<file path="config.mk">
export PLATFORM = sky130hd
export DESIGN_NAME = run_ctrl
export DESIGN_NICKNAME = d
export VERILOG_FILES = /design/src/rtl/run_ctrl_pkg.sv /design/src/rtl/run_watchdog.sv /design/src/rtl/run_ctrl.sv
export SDC_FILE = /design/constraint.sdc
export NUM_CORES = 1
export LEC_CHECK = 0
export ABC_AREA = 1
export CAP_MARGIN = 30
export CORE_UTILIZATION = 24
export DETAILED_ROUTE_END_ITERATION = 6
export GPL_ROUTABILITY_DRIVEN = 0
export MAX_ROUTING_LAYER = met4
export PLACE_DENSITY = 0.5
export SLEW_MARGIN = 20
export SYNTH_ARGS = -nofsm -noshare
export SYNTH_HDL_FRONTEND = slang
export SYNTH_SLANG_ARGS = --single-unit
</file>
<file path="constraint.sdc">
create_clock -name CLK -period 1.9 [get_ports CLK]
set_input_delay 0.19 -clock CLK [delete_from_list [all_inputs] [get_ports CLK]]
set_output_delay 0.19 -clock CLK [all_outputs]
set_load 0.02 [all_outputs]
</file>
<file path="src/rtl/run_ctrl_pkg.sv">
// Shared types and default widths for the run controller.
package run_ctrl_pkg;

   localparam int ADDR_W_DEF = 8;
   localparam int DATA_W_DEF = 8;
   localparam int CNT_W_DEF  = 16;

   typedef enum logic [2:0] {
      IDLE  = 3'd0,
      CLEAR = 3'd1,
      LOAD  = 3'd2,
      RUN   = 3'd3,
      DUMP  = 3'd4,
      DONE  = 3'd5
   } run_state_e;

endpackage

</file>
<file path="src/rtl/run_watchdog.sv">
// Saturating run-cycle counter with a limit compare against the value it is about to take.
module run_watchdog #(
   parameter int CNT_W = 16
) (
   input  logic             clk,
   input  logic             rst_n,
   input  logic             clr,
   input  logic             en,
   input  logic [CNT_W-1:0] lim,
   output logic [CNT_W-1:0] count,
   output logic             expired
);

   logic [CNT_W-1:0] count_inc;

   assign count_inc = (&count) ? count : count + CNT_W'(1);

   always_ff @(posedge clk or negedge rst_n) begin
      if (!rst_n)
         count <= '0;
      else if (clr)
         count <= '0;
      else if (en)
         count <= count_inc;
   end

   // Comparing the incremented value lets the run end on exactly lim cycles.
   assign expired = en && (lim != '0) && (count_inc == lim);

endmodule

</file>
<file path="src/rtl/run_ctrl.sv">
// Run controller: clear/preload data memory, run the core under a watchdog, dump a window.
//
// state | meaning
// IDLE  | waiting for go after reset
// CLEAR | zeroing data memory, one word per cycle
// LOAD  | writing load-stream entries until ld_last
// RUN   | core released, counting cycles until halt or timeout
// DUMP  | streaming the result window to the consumer
// DONE  | results valid, waiting for the next go
module run_ctrl
   import run_ctrl_pkg::*;
#(
   parameter int ADDR_W  = ADDR_W_DEF,
   parameter int DATA_W  = DATA_W_DEF,
   parameter int CLR_MEM = 1,
   parameter int CNT_W   = CNT_W_DEF
) (
   input  logic              CLK,
   input  logic              rst_n,
   input  logic              go,
   input  logic [CNT_W-1:0]  timeout_lim,
   input  logic [ADDR_W-1:0] dump_base,
   input  logic [ADDR_W:0]   dump_len,
   input  logic              ld_valid,
   output logic              ld_ready,
   input  logic [ADDR_W-1:0] ld_addr,
   input  logic [DATA_W-1:0] ld_data,
   input  logic              ld_last,
   output logic              mem_we,
   output logic [ADDR_W-1:0] mem_addr,
   output logic [DATA_W-1:0] mem_wdata,
   input  logic [DATA_W-1:0] mem_rdata,
   output logic              dut_start,
   input  logic              dut_halt,
   output logic              dump_valid,
   input  logic              dump_ready,
   output logic [ADDR_W-1:0] dump_addr,
   output logic [DATA_W-1:0] dump_data,
   output logic              busy,
   output logic              done,
   output logic              timed_out,
   output logic [CNT_W-1:0]  run_cycles
);

   run_state_e        state, state_nx;
   logic [ADDR_W:0]   idx, idx_nx;
   logic [ADDR_W-1:0] base_q;
   logic [ADDR_W:0]   len_q;
   logic              capture, set_to;
   logic              wd_clr, wd_en, wd_exp;

   run_watchdog #(.CNT_W(CNT_W)) u_watchdog (
      .clk     (CLK),
      .rst_n   (rst_n),
      .clr     (wd_clr),
      .en      (wd_en),
      .lim     (timeout_lim),
      .count   (run_cycles),
      .expired (wd_exp)
   );

   always_ff @(posedge CLK or negedge rst_n) begin
      if (!rst_n) begin
         state     <= IDLE;
         idx       <= '0;
         base_q    <= '0;
         len_q     <= '0;
         timed_out <= 1'b0;
      end else begin
         state <= state_nx;
         idx   <= idx_nx;
         if (capture) begin
            base_q    <= dump_base;
            len_q     <= dump_len;
            timed_out <= 1'b0;
         end else if (set_to) begin
            timed_out <= 1'b1;
         end
      end
   end

   always_comb begin
      state_nx   = state;
      idx_nx     = idx;
      capture    = 1'b0;
      set_to     = 1'b0;
      wd_clr     = 1'b0;
      wd_en      = 1'b0;
      ld_ready   = 1'b0;
      mem_we     = 1'b0;
      mem_addr   = '0;
      mem_wdata  = '0;
      dut_start  = 1'b1;
      dump_valid = 1'b0;
      dump_addr  = '0;
      dump_data  = '0;
      case (state)
         IDLE, DONE: begin
            if (go) begin
               capture  = 1'b1;
               wd_clr   = 1'b1;
               idx_nx   = '0;
               state_nx = (CLR_MEM != 0) ? CLEAR : LOAD;
            end
         end
         CLEAR: begin
            mem_we   = 1'b1;
            mem_addr = idx[ADDR_W-1:0];
            if (&idx[ADDR_W-1:0]) begin
               idx_nx   = '0;
               state_nx = LOAD;
            end else begin
               idx_nx = idx + (ADDR_W+1)'(1);
            end
         end
         LOAD: begin
            ld_ready  = 1'b1;
            mem_we    = ld_valid;
            mem_addr  = ld_addr;
            mem_wdata = ld_data;
            if (ld_valid && ld_last)
               state_nx = RUN;
         end
         RUN: begin
            dut_start = 1'b0;
            wd_en     = 1'b1;
            idx_nx    = '0;
            // run_cycles is still zero in the first RUN cycle, masking a stale halt.
            if (dut_halt && (run_cycles != '0)) begin
               state_nx = (len_q == '0) ? DONE : DUMP;
            end else if (wd_exp) begin
               set_to   = 1'b1;
               state_nx = (len_q == '0) ? DONE : DUMP;
            end
         end
         DUMP: begin
            mem_addr   = base_q + idx[ADDR_W-1:0];
            dump_valid = 1'b1;
            dump_addr  = base_q + idx[ADDR_W-1:0];
            dump_data  = mem_rdata;
            if (dump_ready) begin
               if (idx == len_q - (ADDR_W+1)'(1))
                  state_nx = DONE;
               else
                  idx_nx = idx + (ADDR_W+1)'(1);
            end
         end
         default: state_nx = IDLE;
      endcase
   end

   assign busy = (state != IDLE) && (state != DONE);
   assign done = (state == DONE);

endmodule

</file>
==> flow_summary.toml <==
[run_status]
result_of_the_run = "complete, but fails checks"
violations = "setup timing"

[timing]
slew_viol_final = 0
grt_setup_unrepaired = "true"
fmax_ghz = 0.409
period_share_pct = 129
finalHoldViolCount = 0
fin_hold_ws_ns = 0.242
final_period_minus_worst_setup_slack_ns = 2.45
fin_tns_setup_ns = -5.96
final_critical_path_setup_slack_ns = -0.548
setup_viol = 27
worstMarginPinSlew_ns = 0.358
skew_ns = 0.00913
maxSlewHeadroom_pct = 75.9

[grt]
grtUsageTotal_pct = 18.6
antenna_found_initial = 0
number_of_global_route_vias_before_repair = 4723
grt_first_pass_wirelength_um = 22800
grt_overflow = 0
grt_start_max_net_pins = 25

[floorplan]
placeableCoreArea_sq_um = 15300
floorplan.initialDensity_pct = 24.6
dieWidth_um = 127
die_height_um = 127
die_area_sq_um = 16200
floorplan.io_pins = 119
number_of_cell_rows = 45

[drt]
drcViolationCount = 0
dr_total_vias = 4715
drt.antenna.violating_nets = 0
routed_via_density = 4.45
routedWlPerCell_um = 13.7
drt_pass_1_iters = 4
drt_iter0_markers = 160
finalWirelength_um = 14500

[clock_network]
clock_tree.buffer_depth = 2
tritoncts = "built"
cts_h_tree_depth = 2
clk_pin_slew_ns = 0.07
clk_latency_ns = 0.31
total_cts_buffers = 5
cts.sink_count = 46
clock-root-buffer = "sky130_fd_sc_hd__clkbuf_16"

[synth]
synth_sequential_area_ratio_pct = 30.6
syn-num-nets = 667
synth_cell_types = 39
synth_warnings = 0
post_synth_instance_area_sq_um = 3760
postSynth.asyncResetShare_pct = 100
number_of_enable_type_register_cells_in_the_synthesized_netlist = 0
syn-instance-count = 590
ys_ff_latch = 46
avg_cell_area_syn_sq_um = 6.37
synth-main-ff-cell = "sky130_fd_sc_hd__dfrtp_1"

[placed_design]
pre_cts_ws_ns = -0.645
port_buffers = 118
dp_hpwl_um = 11100

[min_path]
holdCritPathClass = "input port to asynchronous set/reset pin"

[cells_and_area]
antenna_cells = 0
final_layout_size_suffix_gt1_share_pct = 38.7
layout_commonest_cell = "sky130_fd_sc_hd__nand2_1"
finalNetCount = 924
layout-area-overhead-vs-synth_pct = 86.2
mostFrequentLayoutCells = "sky130_fd_sc_hd__nand2_1, sky130_fd_sc_hd__buf_4, sky130_fd_sc_hd__clkdlybuf4s50_1, sky130_fd_sc_hd__inv_1, sky130_fd_sc_hd__nor2_1"
layout.core_utilization_pct = 45.9

[power_and_ir_drop]
pwr_density_cell_nw_per_um2 = 969
leakage_nw = 3.42
power.ir.vdd_worst_uv = 590

[run]
cap_viol_max_count = 0

[critical_path]
cp_data_arrival_time_ns = 2.26
critPathRequiredTime_ns = 1.71
critical_path.reg2reg.startpoint = "u_watchdog.count[1]"
worstRegToRegCells = 18
cp_max_fo = 2
worst-r2r-setup-slack_ns = -0.21
critPathLaunchType = "flop"
r2r_end = "state[0]"
critPathKind = "flop to primary output"
cp-end-kind = "primary output"
-- power by group --
group	switching (W)	total, W	internal, W
registers	0.000215	0.00144	0.00122
clock network	0.000421	0.000952	0.000531
logic	0.00239	0.00439	0.00200
total	0.00302	0.00678	0.00376
-- timing repair --
action,4_1_cts,5_1_grt
setup buffers,14,15
hold endpoints to repair,24,0
pin swaps,45,49
hold buffers,1,0
setup endpoints to repair,50,61
gates cloned,2,1
resized for setup,206,88
-- how the worst max path moves through the flow --
| stage | startpoint | to | slack (ns) | cells past startpoint |
|---|---|---|---|---|
| 6_report | base_q[0] | mem_addr[6] | -0.55 | 11 |
| 5_1_grt | base_q[0] | mem_addr[6] | -0.67 | 11 |
| 4_1_cts | idx[0] | mem_addr[6] | -0.58 | 11 |
| 3_5_place_dp | base_q[0] | mem_addr[6] | -0.65 | 11 |
| 3_3_place_gp | base_q[0] | mem_addr[6] | -0.63 | 11 |
| 2_1_floorplan | idx[0] | mem_addr[6] | -0.09 | 10 |
-- per-stage QoR --
stage	cells	area (sq um)	total power [W]
after global routing	1059	7000	0.00726
after floorplan	590	3910	0.00335
final	1059	7000	0.00678
after global placement	1023	6180	0.00497
after CTS	1048	6700	0.00645
after detailed placement	1023	6180	0.00501
-- state kept, by name (all words and copies together), names as in the netlist --
| register | count |
|---|---|
| base_q | 8 |
| idx | 9 |
| u_watchdog.count | 16 |
| state | 3 |
| timed_out | 1 |
| len_q | 9 |
-- per-layer routing --
metal,global-route usage (%),share of wire [%],up-vias
met2,32.1,50,107
met5,-,0,-
li1,-,-,2394
met4,6.09,1.6,0
met1,22.2,44,2199
met3,2.93,3.8,15
-- critical path, stage by stage, from the launching register on --
cell,delay [ns]
sky130_fd_sc_hd__dfrtp_1,0.41
sky130_fd_sc_hd__ha_4,0.18
sky130_fd_sc_hd__fa_2,0.37
sky130_fd_sc_hd__nand3_2,0.07
sky130_fd_sc_hd__and3_4,0.20
sky130_fd_sc_hd__nor2_4,0.04
sky130_fd_sc_hd__nor2_1,0.08
sky130_fd_sc_hd__nor2_1,0.07
sky130_fd_sc_hd__nor3_2,0.15
sky130_fd_sc_hd__buf_4,0.15
sky130_fd_sc_hd__o221ai_4,0.08
sky130_fd_sc_hd__buf_6,0.14
-- area by class of cell --
| type | instances | area [sq um] |
|---|---|---|
| Inverter | 82 | 320 |
| Clock buffer | 7 | 143 |
| Tap cell | 211 | 264 |
| Sequential cell | 46 | 1160 |
| Multi-Input combinational cell | 446 | 2770 |
| Clock inverter | 1 | 8.76 |
| Timing Repair inverter | 1 | 7.51 |
| Timing Repair Buffer | 265 | 2320 |
| Fill cell | 1569 | 8260 |
-- cell families (layout without fill, tap and decap cells) --
| group | Yosys count | in the layout | share of synthesized area, % |
|---|---|---|---|
| AOI/OAI and AO/OA | 69 | 69 | 10.8 |
| DFF | 46 | 46 | 30.6 |
| adders and majority gates | 13 | 13 | 4.53 |
| xor gates and xnor gates | 23 | 23 | 5.36 |
| buffers and inverters | 99 | 356 | 10.4 |
| and+or+nand+nor | 340 | 341 | 38.3 |
-- synth_stat cells (6+ instances only) --
| cell | count | area share, % |
|---|---|---|
| sky130_fd_sc_hd__nor2_1 | 69 | 6.9 |
| sky130_fd_sc_hd__a21oi_1 | 12 | 1.6 |
| sky130_fd_sc_hd__xnor2_1 | 8 | 1.9 |
| sky130_fd_sc_hd__xor2_1 | 15 | 3.5 |
| sky130_fd_sc_hd__clkbuf_1 | 11 | 1.1 |
| sky130_fd_sc_hd__nand3_1 | 41 | 5.5 |
| sky130_fd_sc_hd__a221o_1 | 6 | 1.6 |
| sky130_fd_sc_hd__dfrtp_1 | 46 | 31 |
| sky130_fd_sc_hd__nand2_1 | 193 | 19 |
| sky130_fd_sc_hd__nand4_1 | 11 | 1.8 |
| sky130_fd_sc_hd__o21ai_0 | 36 | 4.8 |
| sky130_fd_sc_hd__nor2_2 | 6 | 1.0 |
| sky130_fd_sc_hd__inv_1 | 78 | 7.8 |
| sky130_fd_sc_hd__o22ai_1 | 7 | 1.2 |
| sky130_fd_sc_hd__ha_1 | 12 | 4.0 |
Power figures use the tool's default switching activity.
